==> config.mk <==
export PLATFORM = sky130hd
export DESIGN_NAME = analyzer_capture_seq
export DESIGN_NICKNAME = d
export VERILOG_FILES = /design/src/rtl/analyzer_capture_seq.sv
export SDC_FILE = /design/constraint.sdc
export NUM_CORES = 1
export LEC_CHECK = 0
export CAP_MARGIN = 20
export CORE_MARGIN = 8
export CORE_UTILIZATION = 35
export CTS_CLUSTER_DIAMETER = 40
export CTS_CLUSTER_SIZE = 14
export DETAILED_ROUTE_END_ITERATION = 10
export GPL_TIMING_DRIVEN = 0
export PLACE_DENSITY = 0.72
export SKIP_CTS_REPAIR_TIMING = 1
export SYNTH_ARGS = -nofsm -noshare
export SYNTH_HDL_FRONTEND = slang
export SYNTH_SLANG_ARGS = --single-unit
==> constraint.sdc <==
create_clock -name clk -period 3.2 [get_ports clk]
set_input_delay 0.64 -clock clk [delete_from_list [all_inputs] [get_ports clk]]
set_output_delay 0.64 -clock clk [all_outputs]
set_load 0.01 [all_outputs]
==> src/rtl/analyzer_capture_seq.sv <==
`default_nettype none
// +---------------------------------------------------------------------------+
// | analyzer_capture_seq: arm/clear/trigger/capture sequencer and channel-major |
// | read-out of the 16x64 capture bank. Option: ANALYZER_TRIG_TIMEOUT_EN.      |
// | Rev 1.0                                                                    |
// +---------------------------------------------------------------------------+
module analyzer_capture_seq #(
  parameter int NUM_CH         = 16,
  parameter int SEL_W          = 4,
  parameter int ADDR_W         = 6,
  parameter int DATA_W         = 64,
  parameter int RD_LAT         = 2,
  parameter int CLR_CYCLES     = 2,
  parameter int TIMEOUT_CYCLES = 1000000
) (
  input  logic              clk,
  input  logic              rst,
  input  logic              arm_i,
  input  logic              abort_i,
  input  logic              trig_in_i,
  input  logic [NUM_CH-1:0] mem_full_i,
  input  logic [DATA_W-1:0] mem_dout_i,
  output logic              mem_clear_o,
  output logic              mem_wr_en_o,
  output logic              mem_rd_en_o,
  output logic [ADDR_W-1:0] mem_rd_addr_o,
  output logic [SEL_W-1:0]  chip_sel_o,
  output logic [DATA_W-1:0] out_data_o,
  output logic [SEL_W-1:0]  out_ch_o,
  output logic [ADDR_W-1:0] out_addr_o,
  output logic              out_last_o,
  output logic              out_valid_o,
  input  logic              out_ready_i,
  output logic              busy_o,
  output logic              done_o,
  output logic [2:0]        state_o
);

  typedef enum logic [2:0] {
    IDLE     = 3'd0,
    CLEAR    = 3'd1,
    ARMED    = 3'd2,
    CAPTURE  = 3'd3,
    RD_ISSUE = 3'd4,
    RD_WAIT  = 3'd5,
    RD_OUT   = 3'd6,
    DONE     = 3'd7
  } state_t;

  localparam int CLR_W = (CLR_CYCLES > 1) ? $clog2(CLR_CYCLES) : 1;
  localparam int LAT_W = (RD_LAT > 1) ? $clog2(RD_LAT) : 1;
  localparam logic [CLR_W-1:0]  CLR_LAST  = CLR_W'(CLR_CYCLES - 1);
  localparam logic [LAT_W-1:0]  LAT_LAST  = LAT_W'(RD_LAT - 1);
  localparam logic [SEL_W-1:0]  CH_LAST   = SEL_W'(NUM_CH - 1);
  localparam logic [ADDR_W-1:0] ADDR_LAST = '1;

  state_t              state_q;
  logic                trig_prev_q;
  logic [CLR_W-1:0]    clr_cnt_q;
  logic [LAT_W-1:0]    lat_cnt_q;
  logic [SEL_W-1:0]    ch_q;
  logic [ADDR_W-1:0]   addr_q;
  logic                mem_clear_q;
  logic                mem_wr_en_q;
  logic                mem_rd_en_q;
  logic [DATA_W-1:0]   out_data_q;
  logic [SEL_W-1:0]    out_ch_q;
  logic [ADDR_W-1:0]   out_addr_q;
  logic                out_last_q;
  logic                out_valid_q;

  logic                trig_rise;
  logic                any_full;
  logic                word_last;
  logic                tmo_hit;
  logic [ADDR_W-1:0]   addr_d;
  logic [SEL_W-1:0]    ch_d;

  assign trig_rise = trig_in_i & ~trig_prev_q;
  assign any_full  = |mem_full_i;
  assign word_last = (ch_q == CH_LAST) && (addr_q == ADDR_LAST);
  assign addr_d    = addr_q + 1'b1;
  assign ch_d      = (addr_q == ADDR_LAST) ? ch_q + 1'b1 : ch_q;

`ifdef ANALYZER_TRIG_TIMEOUT_EN
  localparam int TMO_W = $clog2(TIMEOUT_CYCLES + 1);
  localparam logic [TMO_W-1:0] TMO_LAST = TMO_W'(TIMEOUT_CYCLES - 1);

  logic [TMO_W-1:0] tmo_cnt_q;

  assign tmo_hit = (state_q == ARMED) && (tmo_cnt_q == TMO_LAST);

  // Held at zero outside ARMED so every entry into ARMED starts a fresh count
  always_ff @(posedge clk or posedge rst) begin
    if (rst) begin
      tmo_cnt_q <= '0;
    end else if (state_q != ARMED) begin
      tmo_cnt_q <= '0;
    end else if (tmo_cnt_q != TMO_LAST) begin
      tmo_cnt_q <= tmo_cnt_q + 1'b1;
    end
  end
`else
  assign tmo_hit = 1'b0;
`endif

  always_ff @(posedge clk or posedge rst) begin
    if (rst) begin
      state_q     <= IDLE;
      trig_prev_q <= 1'b0;
      clr_cnt_q   <= '0;
      lat_cnt_q   <= '0;
      ch_q        <= '0;
      addr_q      <= '0;
      mem_clear_q <= 1'b0;
      mem_wr_en_q <= 1'b0;
      mem_rd_en_q <= 1'b0;
      out_data_q  <= '0;
      out_ch_q    <= '0;
      out_addr_q  <= '0;
      out_last_q  <= 1'b0;
      out_valid_q <= 1'b0;
    end else begin
      trig_prev_q <= trig_in_i;
      if (abort_i) begin
        state_q     <= IDLE;
        clr_cnt_q   <= '0;
        lat_cnt_q   <= '0;
        ch_q        <= '0;
        addr_q      <= '0;
        mem_clear_q <= 1'b0;
        mem_wr_en_q <= 1'b0;
        mem_rd_en_q <= 1'b0;
        out_last_q  <= 1'b0;
        out_valid_q <= 1'b0;
      end else begin
        case (state_q)
          IDLE, DONE: begin
            if (arm_i) begin
              state_q     <= CLEAR;
              mem_clear_q <= 1'b1;
              clr_cnt_q   <= '0;
              ch_q        <= '0;
              addr_q      <= '0;
            end
          end
          CLEAR: begin
            if (clr_cnt_q == CLR_LAST) begin
              state_q     <= ARMED;
              mem_clear_q <= 1'b0;
            end else begin
              clr_cnt_q <= clr_cnt_q + 1'b1;
            end
          end
          ARMED: begin
            if (trig_rise || tmo_hit) begin
              state_q     <= CAPTURE;
              mem_wr_en_q <= 1'b1;
            end
          end
          CAPTURE: begin
            if (any_full) begin
              state_q     <= RD_ISSUE;
              mem_wr_en_q <= 1'b0;
              mem_rd_en_q <= 1'b1;
            end
          end
          RD_ISSUE: begin
            state_q   <= RD_WAIT;
            lat_cnt_q <= '0;
          end
          RD_WAIT: begin
            if (lat_cnt_q == LAT_LAST) begin
              state_q     <= RD_OUT;
              out_data_q  <= mem_dout_i;
              out_ch_q    <= ch_q;
              out_addr_q  <= addr_q;
              out_last_q  <= word_last;
              out_valid_q <= 1'b1;
            end else begin
              lat_cnt_q <= lat_cnt_q + 1'b1;
            end
          end
          RD_OUT: begin
            if (out_valid_q && out_ready_i) begin
              out_valid_q <= 1'b0;
              out_last_q  <= 1'b0;
              if (word_last) begin
                state_q     <= DONE;
                mem_rd_en_q <= 1'b0;
                ch_q        <= '0;
                addr_q      <= '0;
              end else begin
                state_q <= RD_ISSUE;
                addr_q  <= addr_d;
                ch_q    <= ch_d;
              end
            end
          end
          default: state_q <= IDLE;
        endcase
      end
    end
  end

  assign mem_clear_o   = mem_clear_q;
  assign mem_wr_en_o   = mem_wr_en_q;
  assign mem_rd_en_o   = mem_rd_en_q;
  assign mem_rd_addr_o = addr_q;
  assign chip_sel_o    = ch_q;
  assign out_data_o    = out_data_q;
  assign out_ch_o      = out_ch_q;
  assign out_addr_o    = out_addr_q;
  assign out_last_o    = out_last_q;
  assign out_valid_o   = out_valid_q;
  assign busy_o        = (state_q != IDLE) && (state_q != DONE);
  assign done_o        = (state_q == DONE);
  assign state_o       = state_q;

endmodule
`default_nettype wire

==> impl_metrics.ini <==
[floorplanning]
num_rows = 39
initial_core_util = 0.355
fp.dieArea_mm2 = 0.0151
top_level_ports = 180
die_h_um = 123
die_w_um = 123
core_mm2 = 0.0113

[route]
ant_nets = 0
avgRoutedWirePerCell_um = 17.5
drt_pass1_iterations = 4
route.detailed.vias_per_inst = 4.86
route.detailed.drc = 0
drt-total-wl_mm = 11.4
vias = 3157
drtIter0Drc = 117

[global_route]
grt_pass1_wl_mm = 17.5
grt_pass1_vias = 3315
grt_usage = 0.147
antenna_found_initial = 0
gr-total-overflow = 0
grt_max_degree = 54

[setup_path]
slowest_delay_ns = 0.57
critPathCaptureType = primary output
crit_family = buffers and inverters
critPathRequiredTime_ns = 2.56
timing.reg2reg.worst_path_depth = 5
r2r_start = state_o[1]
reg2reg_to = out_data_o[36]
startpoint_type = flop
worstPathArrival_ns = 2.08
r2r_setup_slack_ns = 0.99
setup.worst_path.class = reg -> out
crit_chain = buf_2, clkbuf_1, and3_1, nor2_1, clkdlybuf4s50_1
cp_max_fo = 10
cp_num_buf_inv = 3
slowest_stage = clkdlybuf4s50_1

[timing]
slew_viol_final = 0
tns_ns = 0
finalSetupViolCount = 0
post-route-period-util = 0.849
relSlewSlack = 0.475
skew_ns = 0.00607
fmax_mhz = 368
rsz0062_at_grt = no
fin_crit_ns = 2.72
worstMarginPinSlew_ns = 0.782
hold_viol = 0

[synth]
synth_cell_types = 40
syn_area_per_cell_um2 = 12.9
synth_mux_area_frac = 0.213
ys.warnings.count = 0
synth_seq_cells = 95
async_reset_ff_frac = 1.00
synth_edf_count = 0
synth_fp_nets = 398
synth.area.top_cells = dfrtp_1 59%, mux2_2 21%, o21ai_0 2.1%
synth-compound-area-share = 0.0591
yosys.area_share.simple = 0.103
synth_xor_xnor_area_share = 0.00219
synth_cells = 310
synth-seq-area-share = 0.594
yosysTopAreaCell = dfrtp_1
synth_fa_ha_area_frac = 0.00625
ys.flop_type = dfrtp_1
synth_top_area_frac = 0.594
synth_top_family_by_area = multiplexers
netlist_area_mm2 = 0.00400

[power]
p_per_area_mw_per_mm2 = 448
p_leak_uw = 0.00285
ir_drop_mv = 0.338

[placed_design]
dpl.hpwl_mm = 8.82
placed_cells = 633
io_buffers = 179
gp_congestion = 0.821

[final_layout]
nNetsFinal = 589
n_fill_cell = 961
layout-drive-gt1-share = 0.213
diodes = 0
syn2layout_area_growth_pct = 58.6
post-route-util = 0.563
layoutNonFillerInstCount = 649

[clock_network]
clock_sinks = 95
cts-root-buf = clkbuf_16
clkLatencyLatePin_ns = 0.34
cts_buffers = 9
clk_path_buf_depth = 2
cts_tree = done
clkTransAtPathRegs_ns = 0.07
htree_levels = 3

[run_status]
outcome = completed

[worst_hold_path]
hold_depth = 1
min_from = out_data_o[63]
min_path_type = reg -> reg
holdPathEnd = out_data_o[63]

[run]
drv_cap = 0
==> worst max path at each step <==
stage                                 to  startpoint  depth (start not counted)
after CTS                         busy_o  state_o[2]                          5
after floorplan            chip_sel_o[0]         rst                          1
after global routing              busy_o  state_o[2]                          5
final                             busy_o  state_o[2]                          5
after global placement    out_data_o[60]         rst                          2
after detailed placement  out_data_o[36]     abort_i                          6
==> flip-flops by register name, summed over array words and instances (netlist names) <==
register and cells:
clr_cnt_q 1, state_o 3, chip_sel_o 4, lat_cnt_q 1, out_ch_o 4, out_addr_o 6, out_data_o 64, mem_rd_en_o 1
mem_clear_o 1, out_valid_o 1, out_last_o 1, trig_prev_q 1, mem_rd_addr_o 6, mem_wr_en_o 1
==> report_power, final <==
part / total, µW / internal, µW / switching (µW)
sequential: 1260 / 1230 / 27.3
combinational: 362 / 211 / 150
clock: 1230 / 766 / 460
==> cell usage after synthesis (4+ instances only) <==
master / count
a21oi_1: 10
dfrtp_1: 95
nand2b_1: 5
mux2_2: 74
nor4_1: 5
nand3_1: 7
inv_1: 4
nor2_1: 13
buf_2: 12
o21ai_0: 17
nor3_1: 6
nand2_1: 20
==> stage by stage <==
stage | total power, µW | cell area (µm²) | setup WS (ns) | hold WS [ns]
6_report | 2850 | 6350 | 0.483 | 0.505
5_1_grt | 2960 | 6350 | 0.376 | 0.519
4_1_cts | 2890 | 6350 | 0.487 | 0.510
3_5_place_dp | 1650 | 6000 | 0.254 | 0.494
3_3_place_gp | 1630 | 5970 | -1.38 | 0.489
2_1_floorplan | 1430 | 4000 | 0.0830 | 0.499
==> final cells by class <==
type	instances	area, µm²	area share
Sequential cell	95	2380	0.374
Timing Repair Buffer	180	1820	0.287
Multi-Input combinational cell	196	1540	0.242
Clock buffer	9	225	0.0355
Tap cell	143	179	0.0282
Clock inverter	7	120	0.0189
Buffer	15	75.1	0.0118
Inverter	4	17.5	0.00276
==> routing by layer <==
layer | GRT usage | vias to the layer above | wire, µm
met5 | 0 | - | 0
met4 | 0.0518 | 0 | 133
met3 | 0.0680 | 11 | 1350
met2 | 0.241 | 116 | 5450
met1 | 0.167 | 1540 | 4440
li1 | - | 1490 | -
==> cell usage in the layout, fill, tap and decap left out, types with 2 or more instances in the layout <==
| cell | synthesis | layout |
|---|---|---|
| and3_1 | 3 | 3 |
| nor2_1 | 13 | 13 |
| mux2_2 | 74 | 74 |
| clkbuf_1 | 2 | 2 |
| nor2b_1 | 2 | 2 |
| nand3b_1 | 2 | 2 |
| and2_1 | 2 | 2 |
| mux2i_1 | 2 | 2 |
| bufinv_16 | 0 | 3 |
| or3_1 | 2 | 2 |
| nor3b_1 | 3 | 3 |
| inv_1 | 4 | 3 |
| nor3_1 | 6 | 6 |
| buf_2 | 12 | 12 |
| nor4_1 | 5 | 5 |
| o41ai_1 | 2 | 2 |
| clkbuf_16 | 0 | 9 |
| a21oi_1 | 10 | 10 |
| dfrtp_1 | 95 | 95 |
| ha_1 | 2 | 2 |
| nand2b_1 | 5 | 5 |
| nand2_1 | 20 | 20 |
| clkdlybuf4s50_1 | 0 | 179 |
| nand3_1 | 7 | 7 |
| a21o_1 | 2 | 2 |
| o21ai_0 | 17 | 17 |
| o31ai_1 | 2 | 2 |
==> cells by family after synthesis <==
group / Yosys count
AO/OA/AOI/OAI: 40
XOR/XNOR: 1
adder cells (fa/ha/maj): 2
buffers and inverters: 19
flip-flops: 95
multiplexers: 76
AND/OR/NAND/NOR: 77
Power figures use the tool's default switching activity.
